==> src/rtl/disp_pkg.sv <==
// disp_pkg: shared constants and helpers for the multiplexed 7-segment scan
// controller. Segment codes are active-low {a,b,c,d,e,f,g}, with bit 6 = a.
package disp_pkg;

   localparam logic [6:0] SEG_0   = 7'b0000001;
   localparam logic [6:0] SEG_1   = 7'b1001111;
   localparam logic [6:0] SEG_2   = 7'b0010010;
   localparam logic [6:0] SEG_3   = 7'b0000110;
   localparam logic [6:0] SEG_4   = 7'b1001100;
   localparam logic [6:0] SEG_5   = 7'b0100100;
   localparam logic [6:0] SEG_6   = 7'b0100000;
   localparam logic [6:0] SEG_7   = 7'b0001111;
   localparam logic [6:0] SEG_8   = 7'b0000000;
   localparam logic [6:0] SEG_9   = 7'b0000100;
   localparam logic [6:0] SEG_A   = 7'b0001000;
   localparam logic [6:0] SEG_B   = 7'b1100000;
   localparam logic [6:0] SEG_C   = 7'b0110001;
   localparam logic [6:0] SEG_D   = 7'b1000010;
   localparam logic [6:0] SEG_E   = 7'b0110000;
   localparam logic [6:0] SEG_F   = 7'b0111000;
   localparam logic [6:0] SEG_OFF = 7'h7F;

   localparam logic       DP_OFF  = 1'b1;

   // Bits needed to hold 0..value-1; never less than 1.
   function automatic int unsigned clog2(input int unsigned value);
      int unsigned r;
      r = 0;
      for (int i = 0; i < 32; i++) begin
         if ((64'(1) << i) < 64'(value)) r = 32'(i + 1);
      end
      return (r == 0) ? 1 : r;
   endfunction

endpackage

==> src/rtl/disp_seg_dec.sv <==
// disp_seg_dec: combinational hex nibble to active-low 7-segment decoder.
// Ports:
//   nibble_i  4-bit value 0..F
//   seg_c_o   segments {a,b,c,d,e,f,g}, bit 6 = a, low = lit
module disp_seg_dec
   import disp_pkg::*;
(
   input  logic [3:0] nibble_i,
   output logic [6:0] seg_c_o
);

   always_comb begin
      seg_c_o = SEG_OFF;
      unique case (nibble_i)
         4'h0: seg_c_o = SEG_0;
         4'h1: seg_c_o = SEG_1;
         4'h2: seg_c_o = SEG_2;
         4'h3: seg_c_o = SEG_3;
         4'h4: seg_c_o = SEG_4;
         4'h5: seg_c_o = SEG_5;
         4'h6: seg_c_o = SEG_6;
         4'h7: seg_c_o = SEG_7;
         4'h8: seg_c_o = SEG_8;
         4'h9: seg_c_o = SEG_9;
         4'hA: seg_c_o = SEG_A;
         4'hB: seg_c_o = SEG_B;
         4'hC: seg_c_o = SEG_C;
         4'hD: seg_c_o = SEG_D;
         4'hE: seg_c_o = SEG_E;
         4'hF: seg_c_o = SEG_F;
         default: seg_c_o = SEG_OFF;
      endcase
   end

endmodule

==> src/rtl/disp_scan_ctrl.sv <==
// disp_scan_ctrl: multiplexed common-anode 7-segment scan controller.
// Scans DIGITS digits from leftmost (DIGITS-1) to digit 0, one slot of
// SCAN_COUNT clocks each, using a clock-enable tick (no derived clock).
// Display contents come from shadow registers refreshed once per frame.
// Optional feature: define DISP_PWM_EN to gate the digit select with a
// 4-bit PWM compare against bright; otherwise bright is ignored.
// Ports:
//   clk         system clock
//   rst         asynchronous active-low reset
//   en          scan enable; low blanks outputs and freezes scanning
//   data        nibble per digit, nibble k = data[4k+3:4k]
//   dp          decimal point request per digit, 1 = lit
//   blank       force digit dark, 1 = dark
//   lzb         leading-zero blanking enable
//   bright      PWM brightness (DISP_PWM_EN builds only)
//   sel         digit select, active-low, one-cold
//   m_disp      segments {a..g}, active-low
//   m_dp        decimal-point segment, active-low
//   frame_done  one-cycle pulse after the digit 0 slot ends
module disp_scan_ctrl
   import disp_pkg::*;
#(
   parameter int unsigned DIGITS     = 4,
   parameter int unsigned SCAN_COUNT = 50000
) (
   input  logic                  clk,
   input  logic                  rst,
   input  logic                  en,
   input  logic [4*DIGITS-1:0]   data,
   input  logic [DIGITS-1:0]     dp,
   input  logic [DIGITS-1:0]     blank,
   input  logic                  lzb,
   input  logic [3:0]            bright,
   output logic [DIGITS-1:0]     sel,
   output logic [6:0]            m_disp,
   output logic                  m_dp,
   output logic                  frame_done
);

   localparam int unsigned IDX_W  = clog2(DIGITS);
   localparam int unsigned CNT_W  = clog2(SCAN_COUNT);
   localparam int unsigned DATA_W = 4 * DIGITS;

   if (SCAN_COUNT < 16) begin : g_bad_scan_count
      $error("disp_scan_ctrl: SCAN_COUNT must be >= 16");
   end
   if (DIGITS < 2 || DIGITS > 8) begin : g_bad_digits
      $error("disp_scan_ctrl: DIGITS must be in 2..8");
   end

   logic [CNT_W-1:0]  cnt_q, cnt_d;
   logic [IDX_W-1:0]  idx_q, idx_d;
   logic [DATA_W-1:0] sh_data_q;
   logic [DIGITS-1:0] sh_dp_q, sh_blank_q;
   logic              sh_lzb_q;
   logic              cap_init_q;

   logic [DIGITS-1:0] sel_q, sel_d;
   logic [6:0]        disp_q, disp_d;
   logic              dp_q, dp_d;
   logic              fd_q, fd_d;

   logic              tick_c, last_c, capture_c, dark_c, pwm_on_c;
   logic [DIGITS-1:0] lz_c;
   logic [3:0]        nib_c;
   logic [6:0]        seg_c;

   assign tick_c    = en && (cnt_q == CNT_W'(SCAN_COUNT - 1));
   assign last_c    = (idx_q == '0);
   // First clock after reset release, then once per frame at the end of digit 0.
   assign capture_c = cap_init_q | (tick_c & last_c);

`ifdef DISP_PWM_EN
   logic [3:0] pwm_q;

   // Free-running duty counter; only advances while scanning.
   always_ff @(posedge clk or negedge rst) begin
      if (!rst) begin
         pwm_q <= 4'h0;
      end else if (en) begin
         pwm_q <= pwm_q + 4'h1;
      end
   end

   assign pwm_on_c = (pwm_q <= bright);
`else
   logic unused_bright_c;
   assign unused_bright_c = ^bright;
   assign pwm_on_c        = 1'b1;
`endif

   // Prescaler and digit index advance.
   always_comb begin
      cnt_d = cnt_q;
      idx_d = idx_q;
      if (en) begin
         cnt_d = tick_c ? '0 : cnt_q + CNT_W'(1);
      end
      if (tick_c) begin
         idx_d = last_c ? IDX_W'(DIGITS - 1) : idx_q - IDX_W'(1);
      end
   end

   // A digit is LZ-dark while it and every digit to its left hold zero.
   always_comb begin
      logic zrun;
      lz_c = '0;
      zrun = sh_lzb_q;
      for (int k = DIGITS - 1; k >= 1; k--) begin
         zrun    = zrun & (sh_data_q[4*k +: 4] == 4'h0);
         lz_c[k] = zrun;
      end
   end

   assign nib_c  = sh_data_q[4*idx_q +: 4];
   assign dark_c = sh_blank_q[idx_q] | lz_c[idx_q];

   disp_seg_dec u_seg_dec (
      .nibble_i (nib_c),
      .seg_c_o  (seg_c)
   );

   // Next output values from the current idx/cnt/shadow state.
   always_comb begin
      sel_d  = '1;
      disp_d = SEG_OFF;
      dp_d   = DP_OFF;
      fd_d   = 1'b0;
      if (en) begin
         if (pwm_on_c) sel_d = ~(DIGITS'(1) << idx_q);
         disp_d = dark_c ? SEG_OFF : seg_c;
         dp_d   = dark_c ? DP_OFF : ~sh_dp_q[idx_q];
         fd_d   = tick_c & last_c;
      end
   end

   always_ff @(posedge clk or negedge rst) begin
      if (!rst) begin
         cnt_q      <= '0;
         idx_q      <= IDX_W'(DIGITS - 1);
         sh_data_q  <= '0;
         sh_dp_q    <= '0;
         sh_blank_q <= '0;
         sh_lzb_q   <= 1'b0;
         cap_init_q <= 1'b1;
         sel_q      <= '1;
         disp_q     <= SEG_OFF;
         dp_q       <= DP_OFF;
         fd_q       <= 1'b0;
      end else begin
         cnt_q      <= cnt_d;
         idx_q      <= idx_d;
         cap_init_q <= 1'b0;
         if (capture_c) begin
            sh_data_q  <= data;
            sh_dp_q    <= dp;
            sh_blank_q <= blank;
            sh_lzb_q   <= lzb;
         end
         sel_q  <= sel_d;
         disp_q <= disp_d;
         dp_q   <= dp_d;
         fd_q   <= fd_d;
      end
   end

   assign sel        = sel_q;
   assign m_disp     = disp_q;
   assign m_dp       = dp_q;
   assign frame_done = fd_q;

endmodule

==> config.mk <==
export PLATFORM = sky130hd
export DESIGN_NAME = disp_scan_ctrl
export DESIGN_NICKNAME = d
export VERILOG_FILES = /design/src/rtl/disp_pkg.sv /design/src/rtl/disp_seg_dec.sv /design/src/rtl/disp_scan_ctrl.sv
export SDC_FILE = /design/constraint.sdc
export NUM_CORES = 1
export LEC_CHECK = 0
export ABC_AREA = 0
export BUFFER_PORTS_ARGS = -buffer_cell sky130_fd_sc_hd__buf_2
export CORE_UTILIZATION = 56
export DETAILED_ROUTE_END_ITERATION = 12
export GPL_TIMING_DRIVEN = 0
export PLACE_DENSITY = 0.79
export SKIP_CTS_REPAIR_TIMING = 1
export SLEW_MARGIN = 15
export SYNTH_ARGS = -nofsm -noshare
export SYNTH_HDL_FRONTEND = slang
export SYNTH_HIERARCHICAL = 1
export SYNTH_SLANG_ARGS = --single-unit
==> constraint.sdc <==
create_clock -name clk -period 5.1 [get_ports clk]
set_input_delay 1.53 -clock clk [delete_from_list [all_inputs] [get_ports clk]]
set_output_delay 1.53 -clock clk [all_outputs]
set_load 0.02 [all_outputs]
==> results.py <==
metrics = {
    "detailed_routing": {
        "via_per_inst": 5.284,
        "drcViolationCount": 0,
        "met2_wirelength_um": 2351,
        "highest_layer": "met4",
        "drtAntennaViolNets": 0,
        "routedWlPerCell_um": 14.47,
        "first_pass_iters": 4,
        "finalWirelength_um": 4892,
        "met3_length_um": 191,
        "first_iter_violations": 142,
        "vias": 1786,
        "m1WireLength_um": 2249,
    },
    "worst_setup_path": {
        "cp-start-kind": "input port",
        "reg2reg_depth": 7,
        "critical_path_class": "in -> reg",
        "crit_fanout": 10,
        "cp_data_arrival_time_ns": 3.30,
        "endpoint_kind": "flop",
        "required_ns": 5.33,
        "r2r_start": "idx_q[0]$_DFFE_PN1N_",
        "r2r-end": "m_disp[3]$_DFF_PN1_",
        "ff2ff_setup_slack_ns": 2.20,
    },
    "floorplanning": {
        "die_height_um": 73.09,
        "dieArea_um2": 5342,
        "die_x_um": 73.09,
        "start_util_pct": 59.14,
        "rows": 25,
        "core_area_um2": 4786,
        "io_pins": 45,
    },
    "cells_and_area": {
        "drive_gt1_share_pct": 40.96,
        "nNetsFinal": 310,
        "utilization_pct": 69.57,
        "area_delta_synth_final_pct": 17.64,
        "regArea_um2": 1445,
        "fill_cells": 353,
        "final_cells": 338,
        "multi_input_area_um2": 1303,
        "insertedDiodeCount": 0,
    },
    "placement": {
        "hpwl_um": 3568,
        "place_inst": 322,
        "place.gp.congestion": 0.8105,
        "preCtsSetupSlack_ns": 1.666,
        "port-buffer-count": 40,
    },
    "sta": {
        "post-route-period-util_pct": 60.32,
        "setup_viol": 0,
        "drv_slew": 0,
        "rsz0062_at_grt": "false",
        "finalSetupTns_ns": 0,
        "final.min_clock_period_ns": 3.076,
        "worstMarginPinSlew_ns": 0.8640,
        "clock_skew_ns": 0.008773,
        "relSlewSlack_pct": 41.92,
        "fmax_mhz": 325.1,
        "setup_ws_ns": 2.024,
        "hold_viol": 0,
    },
    "power": {
        "total_power_w": 0.001212,
        "ir_drop_v": 0.0001903,
        "power_leakage_nw": 1.531,
        "power.density_nw_per_um2": 363.9,
    },
    "global_route": {
        "grt_pass1_wl_um": 8031,
        "grt_use_total_pct": 20.62,
        "antenna_found_initial": 0,
        "grt_pass1_vias": 1651,
        "grt_max_degree": 58,
        "overflow": 0,
    },
    "synth": {
        "seq_area_frac_synth_pct": 51.06,
        "synth_edf_count": 0,
        "synth-seq-cells": 57,
        "ys_top_cells_by_area": "dfrtp_1 (37%), dfstp_2 (14%), mux2_4 (11%)",
        "synth_nets": 259,
        "yosysWarnings": 6,
        "yosys.area.top_type_share_pct": 37.14,
        "syn_area_um2": 2830,
        "synthMostInstantiatedCell": "dfrtp_1",
        "yosysTopAreaCell": "dfrtp_1",
        "synth_ff_type": "dfrtp_1",
        "postSynth.asyncResetShare_pct": 100.0,
        "ys_types": 41,
        "syn_area_per_cell_um2": 13.16,
        "synthCells": 215,
        "synth_common_cells": "dfrtp_1 (42), mux2_4 (20), dfstp_2 (15), nor2_1 (15)",
    },
    "status": {
        "status": "finished clean",
    },
    "hold_path": {
        "min_from": "sh_lzb_q$_DFFE_PN0P_",
        "whs_endpoint": "sh_lzb_q$_DFFE_PN0P_",
        "hold_depth": 1,
        "hp-class": "reg -> reg",
    },
    "clock_tree": {
        "cts.htree.levels": 3,
        "cts_buffer_depth": 2,
        "cts.sinks": 57,
        "numCtsBuffers": 9,
        "tritoncts": "built",
        "clk_pin_slew_ns": 0.07,
        "clock-root-buffer": "clkbuf_8",
        "insertion_delay_ns": 0.34,
    },
    "flow_run": {
        "drv_cap": 0,
    },
}
-- registers in the layout, indices dropped and copies added, names as in the netlist --
register and cells:
sh_lzb_q 1, sh_dp_q 4, frame_done 1, m_dp 1
m_disp 7, sel 4, idx_q 2, sh_data_q 16
sh_blank_q 4, cnt_q 16, cap_init_q 1
-- power breakdown --
group          leakage, nW  internal [W]  switching (W)
Clock                0.104      0.000275       0.000178
Sequential           0.675      0.000512      0.0000496
Combinational        0.752      0.000103      0.0000944
Total                 1.53      0.000890       0.000322
-- metrics by stage --
step / area (um^2) / hold slack (ns)
after floorplan: 2830 / 0.4587
after global placement: 3114 / 0.4788
after detailed placement: 3117 / 0.4843
after CTS: 3329 / 0.4963
after global routing: 3329 / 0.5080
final: 3329 / 0.4977
-- cell families after synthesis --
kind of cell,Yosys count,synth area share [%]
flops,57,51.06
other cells,1,0.1325
fa+ha+maj,12,5.305
mux,39,20.69
buf+inv,16,2.917
simple gates,61,12.47
xor+xnor,12,3.713
compound gates,17,3.714
-- metal layers --
metal  global-route usage, %  vias up
met5                       0        -
met4                   11.11        0
met3                   4.420       12
met2                   31.28       50
met1                   27.83      858
li1                        -      866
-- area by class of cell --
| type | instances | area share [%] |
|---|---|---|
| buffer | 7 | 1.466 |
| clock buffer | 11 | 3.946 |
| clock inverter | 5 | 2.443 |
| inverter | 9 | 1.015 |
| multi-input combinational | 142 | 39.12 |
| sequential | 57 | 43.40 |
| tap | 67 | 2.518 |
| timing repair buffer | 40 | 6.088 |
-- worst max-delay path, stage by stage --
cell     delay (ns)
buf_2          0.09
nand4_1        0.37
nor4_4         0.54
a21oi_2        0.24
buf_6          0.22
mux2_4         0.31
-- cell usage in the layout (no fill, tap or decap), drive strengths merged, types with 2 or more instances in the layout --
cell type,count
nor3,2
nand4,7
mux2i,6
nand2b,3
bufinv,2
nand2,12
nor2,15
xnor2,8
dfstp,15
mux2,26
xor2,4
ha,12
inv,9
dfrtp,42
a21oi,7
clkinv,2
or2,7
mux4,7
nor4,8
o21ai,4
clkbuf,14
buf,44
-- how the worst max path moves through the flow --
stage	startpoint	to	slack, ns
floorplan	en	sh_blank_q[0]$_DFFE_PN0P_	2.13
global placement	en	sh_data_q[7]$_DFFE_PN0P_	1.74
detailed placement	en	sh_data_q[5]$_DFFE_PN0P_	1.67
CTS	en	sh_data_q[5]$_DFFE_PN0P_	2.03
global route	en	sh_data_q[5]$_DFFE_PN0P_	1.94
finish	en	sh_data_q[5]$_DFFE_PN0P_	2.02
Power figures use the tool's default switching activity.
